`src/rtl/keystream_sched_if.sv`:
```
// keystream_sched_if: key byte input stream and keystream byte output stream (valid/ready)
interface keystream_sched_if;
  logic       key_valid;
  logic       key_ready;
  logic [7:0] key_byte;
  logic       ks_valid;
  logic       ks_ready;
  logic [7:0] ks_byte;
  modport master(output key_valid, key_byte, ks_ready, input key_ready, ks_valid, ks_byte);
  modport slave(input key_valid, key_byte, ks_ready, output key_ready, ks_valid, ks_byte);
endinterface

```
`src/rtl/keystream_sched.sv`:
```
// keystream_sched: key load, warm-up rounds, then valid/ready keystream from a 4-tap byte shift register mixer; ports clk, rst_n, start, stop, bus (key in, ks out), busy, init_done
module keystream_sched #(
  parameter int STATE_BYTES = 16,
  parameter int INIT_ROUNDS = 32,
  parameter int TAP1 = 5,
  parameter int TAP2 = 10
) (
  input  logic             clk,
  input  logic             rst_n,
  input  logic             start,
  input  logic             stop,
  keystream_sched_if.slave bus,
  output logic             busy,
  output logic             init_done
);
  localparam int LW = $clog2(STATE_BYTES);
  localparam int RW = $clog2(INIT_ROUNDS + 1);
  typedef enum logic [1:0] {IDLE, LOAD, INIT, RUN} state_t;
  state_t        state, state_nx;
  logic [7:0]    st [STATE_BYTES];
  logic [7:0]    st_sh [STATE_BYTES];
  logic [LW-1:0] ld_cnt;
  logic [RW-1:0] rnd_cnt;
  logic [7:0]    x, m, fb;
  logic          key_fire, ks_adv, shift;
  always_comb begin
    x        = st[TAP1] ^ st[TAP2];
    m        = {x[6:0], 1'b0} ^ (x[7] ? 8'h1b : 8'h00) ^ st[0] ^ st[TAP2] ^ st[STATE_BYTES-1];
    fb       = m ^ st[0] ^ (state == INIT ? 8'(rnd_cnt) : 8'h00);
    key_fire = state == LOAD && bus.key_valid && !stop;
    ks_adv   = state == RUN && !stop && (!bus.ks_valid || bus.ks_ready);
    shift    = (state == INIT && !stop) || ks_adv;
  end
  always_comb begin
    for (int i = 0; i < STATE_BYTES - 1; i++) st_sh[i] = st[i + 1];
    st_sh[STATE_BYTES-1] = fb;
  end
  always_comb begin
    bus.key_ready = state == LOAD;
    busy          = state != IDLE;
    state_nx      = stop ? IDLE :
                    state == IDLE ? (start ? LOAD : IDLE) :
                    state == LOAD ? (key_fire && ld_cnt == LW'(STATE_BYTES - 1) ? INIT : LOAD) :
                    state == INIT ? (rnd_cnt == RW'(INIT_ROUNDS - 1) ? RUN : INIT) : RUN;
  end
  always_ff @(posedge clk or negedge rst_n)
    if (!rst_n) state <= IDLE;
    else state <= state_nx;
  always_ff @(posedge clk or negedge rst_n)
    if (!rst_n) begin
      ld_cnt       <= '0;
      rnd_cnt      <= '0;
      init_done    <= 1'b0;
      bus.ks_valid <= 1'b0;
      bus.ks_byte  <= 8'h00;
      for (int i = 0; i < STATE_BYTES; i++) st[i] <= 8'h00;
    end else begin
      ld_cnt    <= state == LOAD && state_nx == LOAD ? ld_cnt + LW'(key_fire) : '0;
      rnd_cnt   <= state == INIT && state_nx == INIT ? rnd_cnt + RW'(1) : '0;
      init_done <= state == INIT && state_nx == RUN;
      if (stop) bus.ks_valid <= 1'b0;
      else if (ks_adv) begin
        bus.ks_valid <= 1'b1;
        bus.ks_byte  <= m;
      end
      for (int i = 0; i < STATE_BYTES; i++)
        if (key_fire && ld_cnt == LW'(i)) st[i] <= bus.key_byte;
        else if (shift) st[i] <= st_sh[i];
    end
endmodule

```
`src/flat_wrapper.sv`:
```
// flat-port wrapper written by rule: the top's interface ports become plain ports
module keystream_sched_flat 
#(
  parameter int STATE_BYTES = 16,
  parameter int INIT_ROUNDS = 32,
  parameter int TAP1 = 5,
  parameter int TAP2 = 10
)
  (clk, rst_n, start, stop, busy, init_done, bus_key_valid, bus_key_byte, bus_ks_ready, bus_key_ready, bus_ks_valid, bus_ks_byte);
  keystream_sched_if bus_i ();
  input  logic clk;
  input  logic rst_n;
  input  logic start;
  input  logic stop;
  output logic busy;
  output logic init_done;
  input wire logic [$bits(bus_i.key_valid)-1:0] bus_key_valid;
  input wire logic [$bits(bus_i.key_byte)-1:0] bus_key_byte;
  input wire logic [$bits(bus_i.ks_ready)-1:0] bus_ks_ready;
  output wire logic [$bits(bus_i.key_ready)-1:0] bus_key_ready;
  output wire logic [$bits(bus_i.ks_valid)-1:0] bus_ks_valid;
  output wire logic [$bits(bus_i.ks_byte)-1:0] bus_ks_byte;
  assign bus_i.key_valid = bus_key_valid;
  assign bus_i.key_byte = bus_key_byte;
  assign bus_i.ks_ready = bus_ks_ready;
  assign bus_key_ready = bus_i.key_ready;
  assign bus_ks_valid = bus_i.ks_valid;
  assign bus_ks_byte = bus_i.ks_byte;
  keystream_sched #(.STATE_BYTES(STATE_BYTES), .INIT_ROUNDS(INIT_ROUNDS), .TAP1(TAP1), .TAP2(TAP2)) u_core (.clk(clk), .rst_n(rst_n), .start(start), .stop(stop), .bus(bus_i), .busy(busy), .init_done(init_done));
endmodule
```
`config.mk`:
```
export PLATFORM = sky130hd
export DESIGN_NAME = keystream_sched_flat
export DESIGN_NICKNAME = d
export VERILOG_FILES = /design/src/rtl/keystream_sched_if.sv /design/src/rtl/keystream_sched.sv /design/src/flat_wrapper.sv
export SDC_FILE = /design/constraint.sdc
export NUM_CORES = 1
export LEC_CHECK = 0
export ABC_AREA = 1
export BUFFER_PORTS_ARGS = -buffer_cell sky130_fd_sc_hd__buf_2
export CAP_MARGIN = 15
export CORE_UTILIZATION = 44
export DETAILED_ROUTE_END_ITERATION = 12
export GPL_ROUTABILITY_DRIVEN = 0
export PLACE_DENSITY = 0.59
export SYNTH_ARGS = -nofsm -noshare
export SYNTH_HDL_FRONTEND = slang
export SYNTH_SLANG_ARGS = --single-unit
```
`constraint.sdc`:
```
create_clock -name clk -period 1.7 [get_ports clk]
set_input_delay 0.255 -clock clk [delete_from_list [all_inputs] [get_ports clk]]
set_output_delay 0.255 -clock clk [all_outputs]
set_load 0.005 [all_outputs]
```
After elaboration in Yosys (flattened, before gate mapping)
Index checks and enable logic that the tools add are counted.
{"block": "word_totals", "elab_cells": 148, "output_inout_bits": 12, "in_bits": 14, "register_bits": 150}
{"block": "classes", "n_eq_ne": 22, "mux": 45, "addsub": 2, "bitwise_logic": 8, "reduce_logical": 49}
{"operator": "$mux W8", "count": 32}
{"operator": "$xor A8 B8 Y8", "count": 7}
{"operator": "$reduce_bool A2 Y1", "count": 18}
{"operator": "$eq A4 B4 Y1 const B", "count": 8}
{"operator": "$logic_and A1 B1 Y1", "count": 24}
{"operator": "$eq A4 B3 Y1 const B", "count": 4}
{"operator": "$mux W6", "count": 2}
{"operator": "$mux W2", "count": 5}
{"operator": "$eq A2 B2 Y1 const B", "count": 4}
{"operator": "$eq A4 B2 Y1 const B", "count": 2}
{"operator": "$add A6 B1 Y6 const B", "count": 1}
{"operator": "$eq A6 B5 Y1 const B", "count": 1}
{"operator": "$mux W5", "count": 1}
{"operator": "$add A4 B1 Y4", "count": 1}
{"operator": "$eq A2 B1 Y1 const B", "count": 2}
{"operator": "$eq A4 B1 Y1 const B", "count": 1}
{"operator": "$logic_not A4 Y1", "count": 1}
{"operator": "$mux W1", "count": 4}
{"operator": "$mux W4", "count": 1}
{"operator": "$logic_not A1 Y1", "count": 2}
{"operator": "$logic_not A2 Y1", "count": 1}
{"operator": "$logic_or A1 B1 Y1", "count": 2}
{"operator": "$reduce_and A2 Y1", "count": 1}
{"operator": "$not A1 Y1", "count": 1}

Depth between registers and ports, before layout
{"block": "depth", "word_depth": 11, "ltp_mapped": 10, "mapped_depth_nobuf": 10}

Worst setup path after synthesis
OpenSTA, ideal clock, no wires.
{"block": "synth_path", "path_kind": "reg-to-reg", "from": "register u_core.state[1]", "to": "register u_core.st[93] in the netlist's numbering", "setup_time_ns": 0.135, "path_buffers": 1, "t_arrival_ns": 1.361, "setup_slack_ns": 0.204, "required_time_ns": 1.565, "path_stages_with_launch": 8, "synth_period_minus_slack_ns": 1.496, "path_cell_list": "dfrtp_1 > inv_1 > nand2_2 > nor2_8 > nand4_2 > clkbuf_1 > nand3_1 > o211ai_1"}
{"block": "synth_via", "elab_chain_cells": 5, "word_cells_on_any_way": 12, "classes_between": "eq/ne (3); mux (1); reduce/logical (8)"}
{"element": "start, declared", "line_no": "keystream_sched.sv:19", "text": "state_t state, state_nx;"}
{"element": "start signal, assigned", "line_no": "keystream_sched.sv:48", "text": "else state <= state_nx;"}
{"element": "$eq A2 B1 Y1 or $eq A2 B2 Y1 (tied branches)", "line_no": "keystream_sched.sv:30, keystream_sched.sv:31"}
{"element": "$logic_and A1 B1 Y1 (on tied branches) (2 in a row)", "line_no": "keystream_sched.sv:30, keystream_sched.sv:31"}
{"element": "$logic_and A1 B1 Y1 or $logic_or A1 B1 Y1 (tied branches)", "line_no": "keystream_sched.sv:67, keystream_sched.sv:32"}
{"element": "$mux W8 or $reduce_bool A2 Y1 (tied branches)"}
{"element": "end signal, assigned by index", "line_no": "keystream_sched.sv:67", "text": "if (key_fire && ld_cnt == LW'(i)) st[i] <= bus.key_byte;"}
{"element": "end signal, assigned by index", "line_no": "keystream_sched.sv:68", "text": "else if (shift) st[i] <= st_sh[i];"}
{"element": "end, declared", "line_no": "keystream_sched.sv:20", "text": "logic [7:0] st [STATE_BYTES];"}
Several ways; a longest one is shown, not always the timed one.
A chain may end at the register's enable or synchronous reset.

Final worst setup path
{"block": "layout_path", "from": "register u_core.state[0]", "to": "register u_core.st[57] in the netlist's numbering"}
Same word-level chain as after synthesis.

==> summary.txt <==
Skew-Pair Late Insertion Delay: 440 ps
Final Cycle Share: 93.4%
Count of unique library cells instantiated by Yosys: 33
Sum of net half-perimeters after detailed placement: 15.2 mm
Startpoint of the most critical hold path: stop
Power per standard cell area: 1440 nW/um^2
Total core area: 16800 um^2
Async S/R FF share, synth: 100%
Critical path fanouts, max: 39
Critical path data arrival time: 1900 ps
Summed area of non-filler cells in the final layout: 9050 um^2
Number of top-level pins: 26
Worst Setup SP: u_core.state[0]
EDFF count, synth: 0
Clk sink count: 150
Nets: 1066
Floorplan die area: 17800 um^2
Pin slew with the least headroom to its limit: 443 ps
Beginning of the worst register-to-register path: u_core.state[0]
Total count of max-transition violations in the final report: 0
Final-layout fill cell count: 1598
Class of the worst hold path: input pin to flop
Static power due to leakage: 4.39 nW
Number of global-route vias before repair: 6291
Fin Hold WS: 133 ps
PnR Total Power: 13.0 mW
Total via count after detailed routing: 6715
Number of buffers inserted during clock tree synthesis: 17
Final cell count without fillers: 1282
Clock Tree Root: clkbuf_16
Status: finished clean
Congestion Overflow GR: 0
Type of the worst setup path: flop to flop
Achievable Freq: 630 MHz
CTS HTree Levels: 4
Length of the first detailed-routing pass in iterations: 5
Number of design rule violations left after detail routing: 0
First-pass GRT wire length: 34.5 mm
Yosys Warn Count: 0
Net Count, Synth: 989
Mean instance size in the synthesized netlist: 7.83 um^2
Most frequent cell after synthesis: nand2_1
Primary FF master, synth: dfrtp_1
Netlist area before placement: 7610 um^2
Ratio of routed vias to standard cells: 5.24
Cells after Synth: 972
Number of hold violations in the final report: 0
Clock skew after layout: 9.25 ps
Layout cells sized above 1: 14.9%
Post-Place Cell Area: 8280 um^2
Antenna viol nets, final: 0
Row cnt: 47
Antenna cells: 0
Setup WS pre-CTS: 34.9 ps
Flop and latch count out of synthesis: 150
Min Clock Period, post-route: 1590 ps
CTS tree: done
Worst path required time: 2010 ps
Max Buffers Root-to-Sink: 2
Initial antenna violation count: 0
Startpoint type of the worst setup path: flop
Slew margin rel.: 70.5%
Effective utilization at floorplan: 45.4%
Global-route total usage across every layer: 25.7%
Final wirelength: 21.8 mm
Share of the synthesized area in the top cell type: 49.4%
Pin count of the biggest net entering global routing: 43
Die outline width: 133 um
First-iteration detailed-routing DRC count: 520
Sequential share of the synthesized area: 49.4%
Buffers on Ports: 25
Synth cell count leaders: nand2_1 (454), dfrtp_1 (150), nand3_1 (114)
Die height: 133 um
Area added between synthesis and finish: 19.0%
Largest cells by area after synthesis: dfrtp_1 (49%), nand2_1 (22%), nand3_1 (7.5%), o211ai_1 (4.2%), inv_1 (3.4%)
Final setup violation count: 0
Setup repair after global routing missed its margin: true
Share of the core filled with cells in the final layout: 54.0%
Post-placement cell count: 1239
Sort of element at the end of the critical path: flop
Clock-pin slew on the worst setup and hold paths: 60 ps
Total of max-cap violations: 0
Maximum ir drop on the vdd rail: 1060 uV
PnR worst setup slack: 112 ps
Post-DR wirelength/cell: 17.0 um
Biggest area consumer among synthesized cells: dfrtp_1
Setup TNS after final layout: 0 ps
[per-layer routing]
layer  vias up  track usage [%]  wire length (um)  part of all wire, %
met5         -                0                 0                    0
met4         0             8.90               426                  2.0
met3        38             5.86              1100                  5.0
met2       167             40.1             10300                   47
met1      3225             35.2              9990                   46
li1       3285                -                 -                    -
[report_power, final]
part | leakage [nW] | switching, mW | internal (mW)
clock | 0.275 | 1.55 | 2.19
sequential | 2.01 | 0.969 | 4.75
combinational | 2.11 | 2.19 | 1.39
[worst paths after layout]
| kind | to | slack [ps] | depth (start not counted) |
|---|---|---|---|
| hold / removal | u_core.bus.ks_valid | 130 | 3 |
| min in group asynchronous | u_core.rnd_cnt[0] | 290 | 2 |
| hold reg to reg | u_core.bus.ks_byte[1] | 480 | 2 |
| setup / recovery | u_core.st[57] | 110 | 7 |
| setup reg to reg | u_core.st[57] | 110 | 7 |
| max in group asynchronous | u_core.st[111] | 790 | 3 |
[critical path, stage by stage, from the launching register on]
cell     delay (ps)
dfrtp_1         430
inv_1           100
nand2_1         110
o21ai_4         270
buf_12          260
nor2_2          130
nand2_1          80
nand3_1          70
[sequential cells by signal (all words and copies together), names as in the netlist]
name / count
u_core.st: 128
u_core.rnd_cnt: 6
u_core.bus.ks_valid: 1
u_core.state: 2
u_core.ld_cnt: 4
u_core.init_done: 1
u_core.bus.ks_byte: 8
[timing repair]
item	CTS	global route
endpoints found under the setup margin	0	46
endpoints found under the hold margin	33	0
resized for setup	0	10
hold buffers	1	0
buffers inserted	0	8
[placed cells by master, fill, tap and decap left out, types with 3 or more instances in the layout]
cell type	n
dfrtp_1	150
a22oi_1	7
buf_12	7
a31oi_1	4
inv_1	68
nor2_1	25
nand3b_1	6
buf_2	24
inv_2	3
nor2_4	20
nor2_2	8
buf_4	48
xnor2_1	8
xor2_1	5
clkinvlp_4	4
nand3_1	114
clkbuf_16	19
o21ai_0	8
ha_1	3
clkinv_2	5
nand2_1	454
nand2_2	4
o211ai_1	43
[cell families after synthesis]
group / count (synthesis) / share of synthesized area [%]
simple gates: 642 / 36.8
flops: 150 / 49.4
buf+inv: 98 / 5.63
compound gates: 66 / 6.23
xor+xnor: 13 / 1.50
fa+ha+maj: 3 / 0.494
[cell type report]
class / instances / area (um^2) / area share (%)
clock buffer: 19 / 443 / 4.90
clock inverter: 13 / 133 / 1.47
inverter: 72 / 270 / 2.99
multi-input combinational: 724 / 3470 / 38.3
sequential: 150 / 3750 / 41.5
tap: 220 / 275 / 3.04
timing repair buffer: 84 / 703 / 7.77
(Power assumes the default switching activity.)
